File: src/rtl/mux_pipe_pkg.sv
// Shared definitions for the registered N:1 selector stage: select-width
// helper, stage occupancy encoding and the channel-count ceiling.
package mux_pipe_pkg;

  localparam int MAX_INPUTS = 16;

  typedef enum logic [1:0] {
    EMPTY = 2'd0,
    ONE   = 2'd1,
    FULL  = 2'd2
  } state_t;

  // Bits needed to index n channels, never less than one.
  function automatic int sel_bits_f(input int n);
    int bits;
    bits = 1;
    while ((1 << bits) < n) bits = bits + 1;
    return bits;
  endfunction

endpackage

File: src/rtl/mux_n_1.sv
// Purely combinational N:1 word selector. Indices at or beyond NUM_INPUTS
// select an all-zero word.
module mux_n_1
  import mux_pipe_pkg::*;
#(
  parameter int DATA_BITS  = 32,
  parameter int NUM_INPUTS = 4,
  localparam int SEL_BITS  = sel_bits_f(NUM_INPUTS)
) (
  input  logic [NUM_INPUTS*DATA_BITS-1:0] in_data,
  input  logic [SEL_BITS-1:0]             sel,
  output logic [DATA_BITS-1:0]            out_data
);

  localparam int SLOTS = 1 << SEL_BITS;

  // Padding to a power of two keeps every sel value a legal array index.
  logic [DATA_BITS-1:0] slot [SLOTS];

  generate
    for (genvar gi = 0; gi < SLOTS; gi++) begin : g_slot
      if (gi < NUM_INPUTS) begin : g_ch
        assign slot[gi] = in_data[gi*DATA_BITS +: DATA_BITS];
      end else begin : g_pad
        assign slot[gi] = '0;
      end
    end
  endgenerate

  assign out_data = slot[sel];

endmodule

File: src/rtl/mux_pipe_n.sv
// N:1 selector feeding a registered elastic stage (main + skid register) with
// valid/ready handshake and synchronous flush. Define MUX_PIPE_SEL_CHECK_EN to
// flag beats accepted with an out-of-range sel on sel_err.
module mux_pipe_n
  import mux_pipe_pkg::*;
#(
  parameter int DATA_BITS  = 32,
  parameter int NUM_INPUTS = 4,
  localparam int SEL_BITS  = sel_bits_f(NUM_INPUTS)
) (
  input  logic                            clk,
  input  logic                            rst_n,
  input  logic [NUM_INPUTS*DATA_BITS-1:0] in_data,
  input  logic [SEL_BITS-1:0]             sel,
  input  logic                            in_valid,
  output logic                            in_ready,
  input  logic                            flush,
  output logic [DATA_BITS-1:0]            out_data,
  output logic [SEL_BITS-1:0]             out_sel,
  output logic                            out_valid,
  input  logic                            out_ready,
  output logic                            sel_err
);

  generate
    if (NUM_INPUTS < 2 || NUM_INPUTS > MAX_INPUTS) begin : g_bad_param
      $error("mux_pipe_n: NUM_INPUTS must be within 2..16");
    end
  endgenerate

  state_t               state_reg, state_next;
  logic [DATA_BITS-1:0] main_data_reg, skid_data_reg, beat_data;
  logic [SEL_BITS-1:0]  main_sel_reg, skid_sel_reg, beat_sel;
  logic                 sel_ok, accept, emit;
  logic                 load_main_in, load_main_skid, load_skid;

  assign sel_ok    = int'(sel) < NUM_INPUTS;
  assign out_valid = (state_reg != EMPTY);
  assign in_ready  = (state_reg != FULL);
  assign accept    = in_valid & in_ready & ~flush;
  assign emit      = out_valid & out_ready;
  assign out_data  = main_data_reg;
  assign out_sel   = main_sel_reg;

`ifdef MUX_PIPE_SEL_CHECK_EN
  logic main_err_reg, skid_err_reg;

  // Out-of-range sel is kept as-is; the padded selector supplies zero data.
  assign beat_sel = sel;
  assign sel_err  = out_valid & main_err_reg;

  always_ff @(posedge clk or negedge rst_n) begin
    if (!rst_n) begin
      main_err_reg <= 1'b0;
      skid_err_reg <= 1'b0;
    end else begin
      if (load_main_in)        main_err_reg <= ~sel_ok;
      else if (load_main_skid) main_err_reg <= skid_err_reg;
      if (load_skid)           skid_err_reg <= ~sel_ok;
    end
  end
`else
  assign beat_sel = sel_ok ? sel : '0;
  assign sel_err  = 1'b0;
`endif

  mux_n_1 #(
    .DATA_BITS  (DATA_BITS),
    .NUM_INPUTS (NUM_INPUTS)
  ) u_mux (
    .in_data  (in_data),
    .sel      (beat_sel),
    .out_data (beat_data)
  );

  always_ff @(posedge clk or negedge rst_n) begin
    if (!rst_n) state_reg <= EMPTY;
    else        state_reg <= state_next;
  end

  always_comb begin
    state_next     = state_reg;
    load_main_in   = 1'b0;
    load_main_skid = 1'b0;
    load_skid      = 1'b0;
    unique case (state_reg)
      EMPTY: begin
        if (accept) begin
          load_main_in = 1'b1;
          state_next   = ONE;
        end
      end
      ONE: begin
        if (accept && emit) begin
          load_main_in = 1'b1;
        end else if (accept) begin
          load_skid  = 1'b1;
          state_next = FULL;
        end else if (emit) begin
          state_next = EMPTY;
        end
      end
      FULL: begin
        if (emit) begin
          load_main_skid = 1'b1;
          state_next     = ONE;
        end
      end
      default: state_next = EMPTY;
    endcase
    // Flush wins over everything but leaves the data registers untouched.
    if (flush) begin
      state_next     = EMPTY;
      load_main_in   = 1'b0;
      load_main_skid = 1'b0;
      load_skid      = 1'b0;
    end
  end

  always_ff @(posedge clk or negedge rst_n) begin
    if (!rst_n) begin
      main_data_reg <= '0;
      main_sel_reg  <= '0;
      skid_data_reg <= '0;
      skid_sel_reg  <= '0;
    end else begin
      if (load_main_in) begin
        main_data_reg <= beat_data;
        main_sel_reg  <= beat_sel;
      end else if (load_main_skid) begin
        main_data_reg <= skid_data_reg;
        main_sel_reg  <= skid_sel_reg;
      end
      if (load_skid) begin
        skid_data_reg <= beat_data;
        skid_sel_reg  <= beat_sel;
      end
    end
  end

endmodule

File: config.mk
export PLATFORM = sky130hd
export DESIGN_NAME = mux_pipe_n
export DESIGN_NICKNAME = d
export VERILOG_FILES = /design/src/rtl/mux_pipe_pkg.sv /design/src/rtl/mux_n_1.sv /design/src/rtl/mux_pipe_n.sv
export SDC_FILE = /design/constraint.sdc
export NUM_CORES = 1
export LEC_CHECK = 0
export CORE_MARGIN = 2
export CORE_UTILIZATION = 30
export DETAILED_ROUTE_END_ITERATION = 10
export PLACE_DENSITY_LB_ADDON = 0.3
export SYNTH_ARGS = -nofsm -noshare
export SYNTH_HDL_FRONTEND = slang
export SYNTH_SLANG_ARGS = --single-unit
File: constraint.sdc
create_clock -name clk -period 1.8 [get_ports clk]
set_input_delay 0.36 -clock clk [delete_from_list [all_inputs] [get_ports clk]]
set_output_delay 0.36 -clock clk [all_outputs]
set_load 0.03 [all_outputs]
==> qor.csv, run 1 <==
stage,metric,value,unit
yosys,synthMostInstantiatedCell,sky130_fd_sc_hd__mux2_2,
sta,drv_slew,0,
drt,post-route-drc-count,0,
run,number_of_max_capacitance_violations_reported,0,
status,outcome,finished clean,
sta,min_period_over_period,97.1,%
yosys,synth_enable_flop_cells,0,
drt,drt-pass1-iter-count,4,
drt,avgRoutedWirePerCell,16.1,um
drt,vias,2814,
power_and_ir_drop,static_leakage,2.53,nW
floorplan,fp.dieArea,0.0142,mm2
yosys,fraction_of_the_yosys_area_taken_by_sequential_cells,44.1,%
critical_path,critical_path_arrival,1390,ps
power_and_ir_drop,p_sw,1.72,mW
clocking,clk_root_buffer_cell,sky130_fd_sc_hd__clkbuf_16,
drt,first_iter_violations,57,
grt,grt_max_degree,39,
cells_and_area,post_route_cells_drive_above_1_share,40.9,%
drt,drt-vias-per-instance,4.71,
sta,clock-skew-final,6.48,ps
yosys,syn-cell-area,0.00397,mm2
cells_and_area,synthToLayoutAreaGrowth,58.3,%
cells_and_area,final_core_utilization,48.0,%
power_and_ir_drop,vdd_ir_drop_max,0.000451,V
power_and_ir_drop,switching_share,28.0,%
clocking,clk_pin_slew_worst_paths,60,ps
floorplan,rows,42,
yosys,synth_top_cell_by_area,sky130_fd_sc_hd__dfrtp_1,
power_and_ir_drop,total_power,6.13,mW
placed_design,gp_routability_congestion,0.676,
grt,grt_overflow_total,0,
grt,global_route.usage.total,14.0,%
power_and_ir_drop,p_int,4.41,mW
sta,setup_violations,0,
yosys,yosys-top-cells-area,"sky130_fd_sc_hd__dfrtp_1 44%, sky130_fd_sc_hd__mux2_2 20%, sky130_fd_sc_hd__mux4_2 18%",
floorplan,die_width,119,um
yosys,post_synth_num_cell_types,22,
sta,fin_hold_ws,503,ps
floorplan,chipHeight,119,um
floorplan,placeableCoreArea,0.0131,mm2
floorplan,io_pins,172,
critical_path,setup.worst_path.end_class,primary output,
clocking,cts.path.max_buffers,2,
critical_path,worstPathMaxFanout,7,
power_and_ir_drop,sequentialPowerShare,36.5,%
placed_design,dp.final_hpwl,7180,um
yosys,synth-warning-count,0,
grt,grt_antenna_before_repair,0,
yosys,top_flip_flop_cell_by_instance_count_after_synthesis,sky130_fd_sc_hd__dfrtp_1,
yosys,synth-seq-cells,70,
drt,routed_wire_length,9600,um
sta,fin_crit,1750,ps
critical_path,cp.required,1440,ps
placed_design,port_buffers,170,
yosys,yosys.area.top_type_share,44.1,%
yosys,syn_nets,374,
hold_path,holdCritPathClass,flip-flop to flip-flop,
grt,grt_pass1_wl,15500,um
clocking,insertion_delay,330,ps
clocking,cts_tree,done,
cells_and_area,final_net_count,551,
sta,final_hold_violation_count,0,
yosys,syn-instance-count,239,
cells_and_area,post_layout_nonfiller_instances,597,
grt,first_global_vias,3099,
power_and_ir_drop,power_per_cell_area,975,mW/mm2
critical_path,timing.critical_path.from_type,flip-flop,
clocking,cts_max_level,3,
yosys,avgSynthCellArea,16.6,um2
clocking,cts_inserted_buffers,9,
sta,setup_total_negative_slack,0,ps
critical_path,critical_path_class,flip-flop to primary output,
clocking,numClockSinks,70,
yosys,netlist_top_cells_count,"72 x sky130_fd_sc_hd__mux2_2, 70 x sky130_fd_sc_hd__dfrtp_1, 32 x sky130_fd_sc_hd__mux4_2",
sta,maxClockFrequency,572,MHz
power_and_ir_drop,combinationalPowerShare,34.7,%
drt,ant_nets,0,
power_and_ir_drop,power_frac_clock,28.8,%
cells_and_area,antenna_cells_inserted,0,
sta,rsz0062_at_grt,no,
floorplan,floorplan.initialDensity,30.4,%
yosys,post_synthesis_async_set_or_reset_flop_share,100,%
placed_design,numPlacedInstances,580,
-- layout by cell type (no fill, tap or decap), types with 2 or more instances in the layout --
| master | n |
|---|---|
| sky130_fd_sc_hd__mux4_2 | 32 |
| sky130_fd_sc_hd__clkinvlp_4 | 2 |
| sky130_fd_sc_hd__nand2_1 | 2 |
| sky130_fd_sc_hd__mux2_2 | 72 |
| sky130_fd_sc_hd__buf_12 | 8 |
| sky130_fd_sc_hd__dfrtp_1 | 70 |
| sky130_fd_sc_hd__mux2_4 | 30 |
| sky130_fd_sc_hd__clkdlybuf4s50_1 | 164 |
| sky130_fd_sc_hd__clkbuf_16 | 9 |
| sky130_fd_sc_hd__nand3b_1 | 2 |
| sky130_fd_sc_hd__buf_2 | 2 |
| sky130_fd_sc_hd__buf_4 | 7 |
-- critical path, stage by stage, from the launching register on --
cell	delay [ps]
sky130_fd_sc_hd__dfrtp_1	430
sky130_fd_sc_hd__or2_2	290
sky130_fd_sc_hd__clkdlybuf4s15_1	340
-- timing repair --
action	4_1_cts	5_1_grt
buffers inserted	0	0
endpoints found under the hold margin	32	0
hold buffers	1	0
setup endpoints to repair	2	7
gates resized for setup	2	3
pin swaps	0	1
-- metal layers --
layer,routed length (um),global-route usage (%),part of all wire (%)
met3,888,5.08,9.3
met1,3890,16.2,41
met2,4660,23.9,49
met4,160,5.36,1.7
met5,0,0,0
-- power groups by stage --
stage,registers [mW],logic [mW],clock network (mW)
3_3_place_gp,2.24,2.11,0
4_1_cts,2.25,2.16,1.82
5_1_grt,2.30,2.26,1.89
3_5_place_dp,2.27,2.15,0
2_1_floorplan,2.61,0.876,0
6_report,2.24,2.13,1.77
-- final timing paths --
kind                       slack [ps]              from  depth (start not counted)           endpoint
setup / recovery                   50      state_reg[0]                          2          out_valid
hold / removal                    500  skid_data_reg[4]                          1   skid_data_reg[4]
setup reg to reg                   50      state_reg[0]                          4        out_data[3]
hold reg to reg                   500  skid_data_reg[4]                          1   skid_data_reg[4]
max in group asynchronous         690             rst_n                          3  skid_data_reg[17]
min in group asynchronous         550             rst_n                          2  skid_data_reg[19]
-- area by class of cell --
| cell class | count | area (um2) |
|---|---|---|
| fill | 1165 | 6800 |
| multi-input combinational | 149 | 2100 |
| timing repair buffer | 185 | 1910 |
| sequential | 70 | 1750 |
| inverter | 1 | 3.75 |
| clock inverter | 5 | 58.8 |
| clock buffer | 11 | 243 |
| tap | 176 | 220 |
-- cell families (layout without fill, tap and decap cells) --
kind of cell / count (synthesis) / count (layout) / share of synthesized area (%)
AOI/OAI and AO/OA: 4 / 4 / 0.787
buffers and inverters: 20 / 202 / 3.21
DFF: 70 / 70 / 44.1
muxes: 135 / 135 / 50.1
other: 1 / 1 / 0.0944
and+or+nand+nor: 9 / 9 / 1.67
-- per-stage QoR --
| step | area [um2] | setup WS [ps] |
|---|---|---|
| CTS | 6280 | 21.5 |
| floorplan | 3970 | 87.7 |
| global placement | 5970 | -299 |
| global route | 6290 | 1.74 |
| finish | 6290 | 52.3 |
| detailed placement | 5970 | -313 |
No activity file was read; power rests on OpenSTA's default activity.
==> run 2: changes to the inputs <==
- clock period: 1.8 -> 1.9 ns (I/O delays scaled with it)
==> run 2 against run 1 <==
Effect of this change: core utilization shrank 0.39 points; critical path depth is the same; hold slack lost 500 ps; register-to-register slack gained 70 ps; clock power shrank 14%; flip-flop and latch count is the same; sequential share of layout area grew 0.23 points; non-clock buffer count shrank 2; clock skew grew 2.3 ps; combinational power shrank 6%; final area shrank 0.82%; critical path type unchanged; largest power group unchanged.
==> qor.csv, run 2 (synthesis results as in run 1) <==
stage,metric,value,unit
drt,ant_nets,0,
floorplan,rows,42,
critical_path,crit_start,state_reg[1],
placed_design,gp_routability_congestion,0.673,
clocking,clk_pin_slew_worst_paths,60,ps
sta,fin_hold_ws,1.39,ps
sta,min_period_over_period,96.8,%
grt,global_route.usage.total,13.9,%
sta,fin_crit,1840,ps
power_and_ir_drop,static_leakage,2.50,nW
power_and_ir_drop,total_power,5.66,mW
run,number_of_max_capacitance_violations_reported,0,
sta,clock-skew-final,8.82,ps
grt,grt_overflow_total,0,
clocking,numClockSinks,70,
clocking,cts_max_level,3,
floorplan,floorplan.initialDensity,30.4,%
drt,vias,2758,
critical_path,setup.worst_path.end_class,primary output,
grt,grt_antenna_before_repair,0,
status,outcome,finished clean,
clocking,cts.path.max_buffers,2,
sta,final_hold_violation_count,0,
grt,grt_pass1_wl,15400,um
critical_path,cp.required,1520,ps
grt,first_global_vias,3044,
placed_design,port_buffers,170,
clocking,cts_tree,done,
cells_and_area,stdcell_area,0.00624,mm2
floorplan,die_width,119,um
power_and_ir_drop,vdd_ir_drop_max,0.000350,V
cells_and_area,post_route_cells_drive_above_1_share,40.9,%
grt,grt_max_degree,39,
drt,avgRoutedWirePerCell,16.1,um
drt,post-route-drc-count,0,
cells_and_area,synthToLayoutAreaGrowth,57.0,%
critical_path,ff2ff_setup_slack,120,ps
cells_and_area,mostFrequentLayoutCell,sky130_fd_sc_hd__clkdlybuf4s50_1,
drt,drt-pass1-iter-count,4,
sta,fin_ws,59.9,ps
cells_and_area,final_core_utilization,47.7,%
floorplan,chipHeight,119,um
critical_path,critical_path_arrival,1460,ps
cells_and_area,final_net_count,549,
cells_and_area,antenna_cells_inserted,0,
critical_path,r2r.worst_path.cells,4,
clocking,cts_inserted_buffers,9,
critical_path,end_of_the_worst_register_to_register_path,out_data[1],
sta,maxClockFrequency,543,MHz
power_and_ir_drop,power_per_cell_area,907,mW/mm2
clocking,insertion_delay,320,ps
sta,setup_violations,0,
drt,first_iter_violations,81,
placed_design,place_area,0.00596,mm2
clocking,clk_root_buffer_cell,sky130_fd_sc_hd__clkbuf_16,
drt,drt-vias-per-instance,4.64,
critical_path,critical_path_class,flip-flop to primary output,
floorplan,fp.dieArea,0.0142,mm2
cells_and_area,seq_area,0.00175,mm2
sta,rsz0062_at_grt,no,
cells_and_area,most-common-layout-cells,"165 x sky130_fd_sc_hd__clkdlybuf4s50_1, 72 x sky130_fd_sc_hd__mux2_2, 70 x sky130_fd_sc_hd__dfrtp_1",
sta,drv_slew,0,
drt,routed_wire_length,9590,um
hold_path,holdCritPathClass,input port to asynchronous set/reset pin,
cells_and_area,layout.filler_cells,1142,
floorplan,io_pins,172,
floorplan,placeableCoreArea,0.0131,mm2
critical_path,crit_path_end,out_valid,
placed_design,dp.final_hpwl,7120,um
critical_path,worstPathMaxFanout,7,
critical_path,timing.critical_path.from_type,flip-flop,
placed_design,dpl_worst_slack,-252,ps
cells_and_area,multiInputGateArea,0.00210,mm2
critical_path,r2r-start,state_reg[0],
-- run 2: worst max-delay path: stages (launching register included) --
cell                            delay [ps]
sky130_fd_sc_hd__dfrtp_1               460
sky130_fd_sc_hd__or2_2                 320
sky130_fd_sc_hd__dlygate4sd2_1         350
-- run 2: metrics by stage --
stage,TNS [ps],cells
after floorplan,0,239
after global placement,-7310,579
after detailed placement,-9920,579
after CTS,0,594
after global routing,0,594
final,0,594
-- run 2: final cells by class --
cell class | count | share of cell area, %
inverter | 1 | 0.0602
sequential | 70 | 28.1
multi-input combinational | 149 | 33.7
clock inverter | 5 | 0.582
tap | 176 | 3.53
timing repair buffer | 183 | 30.2
clock buffer | 10 | 3.83
-- run 2: power by group --
part | internal, mW | switching [mW]
sequential | 1.91 | 0.215
combinational | 1.22 | 0.795
clock | 0.909 | 0.609
total | 4.04 | 1.62
-- run 2: metal layers --
layer	GRT usage (%)	vias to the layer above	part of all wire [%]
met2	23.2	118	48
met3	5.17	4	9.1
li1	-	1276	-
met1	16.9	1360	42
met5	0	-	0
met4	3.79	0	0.66
-- run 2: worst min-delay path by stage --
stage	start	endpoint	depth (start not counted)
floorplan	rst_n	out_data[0]	0
global placement	rst_n	out_data[19]	1
detailed placement	rst_n	skid_data_reg[19]	1
CTS	rst_n	skid_data_reg[29]	1
global route	rst_n	skid_data_reg[29]	1
finish	rst_n	skid_data_reg[29]	1
-- run 2: timing repair --
item                                    4_1_cts  5_1_grt
hold buffers                                  0        0
buffers inserted                              0        0
resized for setup                             2        0
endpoints found under the setup margin        2        0
hold endpoints to repair                      0        0
==> run 3: changes to the inputs <==
- SETUP_SLACK_MARGIN: not set -> 0.15
==> run 3 against run 2 <==
Effect of this change: clock power about the same; cell count up 0.51%; core utilization up 0.78 points; final area up 1.6%; sequential power about the same; clock skew down 1.0 ps; largest cell class unchanged.
==> qor.csv, run 3 (synthesis results as in run 1) <==
stage,metric,value,unit
status,outcome,finished clean,
floorplan,rows,42,
sta,min_period_over_period,94.1,%
power_and_ir_drop,p_int,3.98,mW
floorplan,chipHeight,119,um
sta,drv_slew,0,
power_and_ir_drop,sequentialPowerShare,37.9,%
critical_path,critical_path_arrival,1990,ps
run,number_of_max_capacitance_violations_reported,0,
clocking,clk_pin_slew_worst_paths,60,ps
placed_design,gp_routability_congestion,0.673,
floorplan,floorplan.initialDensity,30.4,%
power_and_ir_drop,vdd_ir_drop_max,0.000346,V
floorplan,io_pins,172,
power_and_ir_drop,power_per_cell_area,884,mW/mm2
sta,setup_violations,0,
clocking,insertion_delay,330,ps
critical_path,timing.critical_path.from_type,flip-flop,
clocking,clk_root_buffer_cell,sky130_fd_sc_hd__clkbuf_16,
grt,global_route.usage.total,13.9,%
drt,vias,2780,
drt,drt-vias-per-instance,4.66,
cells_and_area,post_route_cells_drive_above_1_share,42.0,%
sta,fin_crit,1790,ps
sta,clock-skew-final,7.80,ps
power_and_ir_drop,p_sw,1.62,mW
hold_path,holdCritPathClass,input port to asynchronous set/reset pin,
placed_design,port_buffers,170,
sta,rsz0062_at_grt,yes,
power_and_ir_drop,combinationalPowerShare,35.1,%
sta,final_hold_violation_count,0,
clocking,numClockSinks,70,
floorplan,fp.dieArea,0.0142,mm2
drt,avgRoutedWirePerCell,16.5,um
power_and_ir_drop,switching_share,29.0,%
grt,grt_antenna_before_repair,0,
clocking,cts_inserted_buffers,9,
drt,post-route-drc-count,0,
grt,first_global_vias,3044,
critical_path,critical_path_class,flip-flop to flip-flop,
cells_and_area,layout.filler_cells,1144,
sta,setup_total_negative_slack,0,ps
clocking,cts_tree,done,
critical_path,setup.worst_path.end_class,flip-flop,
floorplan,die_width,119,um
cells_and_area,mostFrequentLayoutCell,sky130_fd_sc_hd__clkdlybuf4s50_1,
critical_path,ff2ff_setup_slack,110,ps
cells_and_area,synthToLayoutAreaGrowth,59.6,%
critical_path,worstPathMaxFanout,16,
grt,grt_max_degree,39,
cells_and_area,final_net_count,552,
drt,routed_wire_length,9860,um
drt,drt-pass1-iter-count,4,
power_and_ir_drop,static_leakage,2.73,nW
drt,ant_nets,0,
grt,grt_overflow_total,0,
cells_and_area,antenna_cells_inserted,0,
power_and_ir_drop,power_frac_clock,27.1,%
sta,maxClockFrequency,560,MHz
clocking,cts_max_level,3,
cells_and_area,most-common-layout-cells,"130 x sky130_fd_sc_hd__clkdlybuf4s50_1, 68 x sky130_fd_sc_hd__dfrtp_1, 64 x sky130_fd_sc_hd__mux2_2",
clocking,cts.hold.buffers_added,0,
drt,first_iter_violations,89,
critical_path,cp.required,2100,ps
placed_design,dp.final_hpwl,7120,um
grt,grt_pass1_wl,15400,um
cells_and_area,final_core_utilization,48.4,%
power_and_ir_drop,total_power,5.60,mW
clocking,cts.path.max_buffers,2,
floorplan,placeableCoreArea,0.0131,mm2
sta,fin_hold_ws,0.174,ps
[run 3: cell types whose count changed in the layout (fill, tap and decap cells not counted), sizes merged]
cell / change
clkbuf: +3
clkdlybuf4s50: -35
buf: +1
dlymetal6s2s: +15
dlygate4sd2: +19
[run 3: timing repair]
item                       4_1_cts  5_1_grt
setup endpoints to repair       56       49
buffers inserted                 0        1
pin swaps                        0        1
gates cloned                     0        2
resized for setup               22       28
[run 3: metrics by stage]
step	instance area, um2	std cells	setup slack, ps
final	6340	597	113
after global routing	6340	597	61.0
after CTS	6210	594	66.8
after detailed placement	5960	579	-252
after global placement	5960	579	-208
after floorplan	3970	239	168
[run 3: worst max-delay path: stages (launching register included)]
cell and delay, ps:
sky130_fd_sc_hd__dfrtp_2 430, sky130_fd_sc_hd__and4bb_4 450, sky130_fd_sc_hd__buf_12 210, sky130_fd_sc_hd__mux2_4 310, sky130_fd_sc_hd__mux2_2 260
[run 3: area by class of cell]
type / count / area [um2] / share of cell area [%]
clock buffers: 10 / 239 / 3.77
repair buffers: 186 / 1950 / 30.8
flip-flops and latches: 70 / 1750 / 27.7
well taps: 176 / 220 / 3.47
inverters: 1 / 3.75 / 0.0592
clock inverters: 5 / 36.3 / 0.572
multi-input cells: 149 / 2130 / 33.7
[run 3: routing by layer]
metal	up-vias	GRT usage [%]	routed length, um	part of all wire (%)
li1	1281	-	-	-
met1	1374	17.0	4170	42
met2	121	23.2	4780	48
met3	4	4.93	849	8.6
met4	0	3.79	63	0.64
met5	-	0	0	0
[run 3: path summary, 6_finish.rpt]
path / startpoint / to / cells past startpoint
max reg2reg: state_reg[0] / out_data[19] / 4
max: state_reg[0] / out_data[19] / 4
max in group asynchronous: rst_n / out_data[20] / 2
min in group clk: flush / state_reg[1] / 3
min reg2reg: skid_data_reg[3] / skid_data_reg[3] / 1
min: rst_n / skid_data_reg[29] / 1
[run 3: power groups by stage]
stage / combinational (mW) / clock [mW] / sequential [mW]
5_1_grt: 2.09 / 1.64 / 2.18
3_3_place_gp: 2.00 / 0 / 2.13
6_report: 1.96 / 1.52 / 2.12
3_5_place_dp: 2.04 / 0 / 2.16
4_1_cts: 1.97 / 1.56 / 2.13
2_1_floorplan: 0.830 / 0 / 2.47
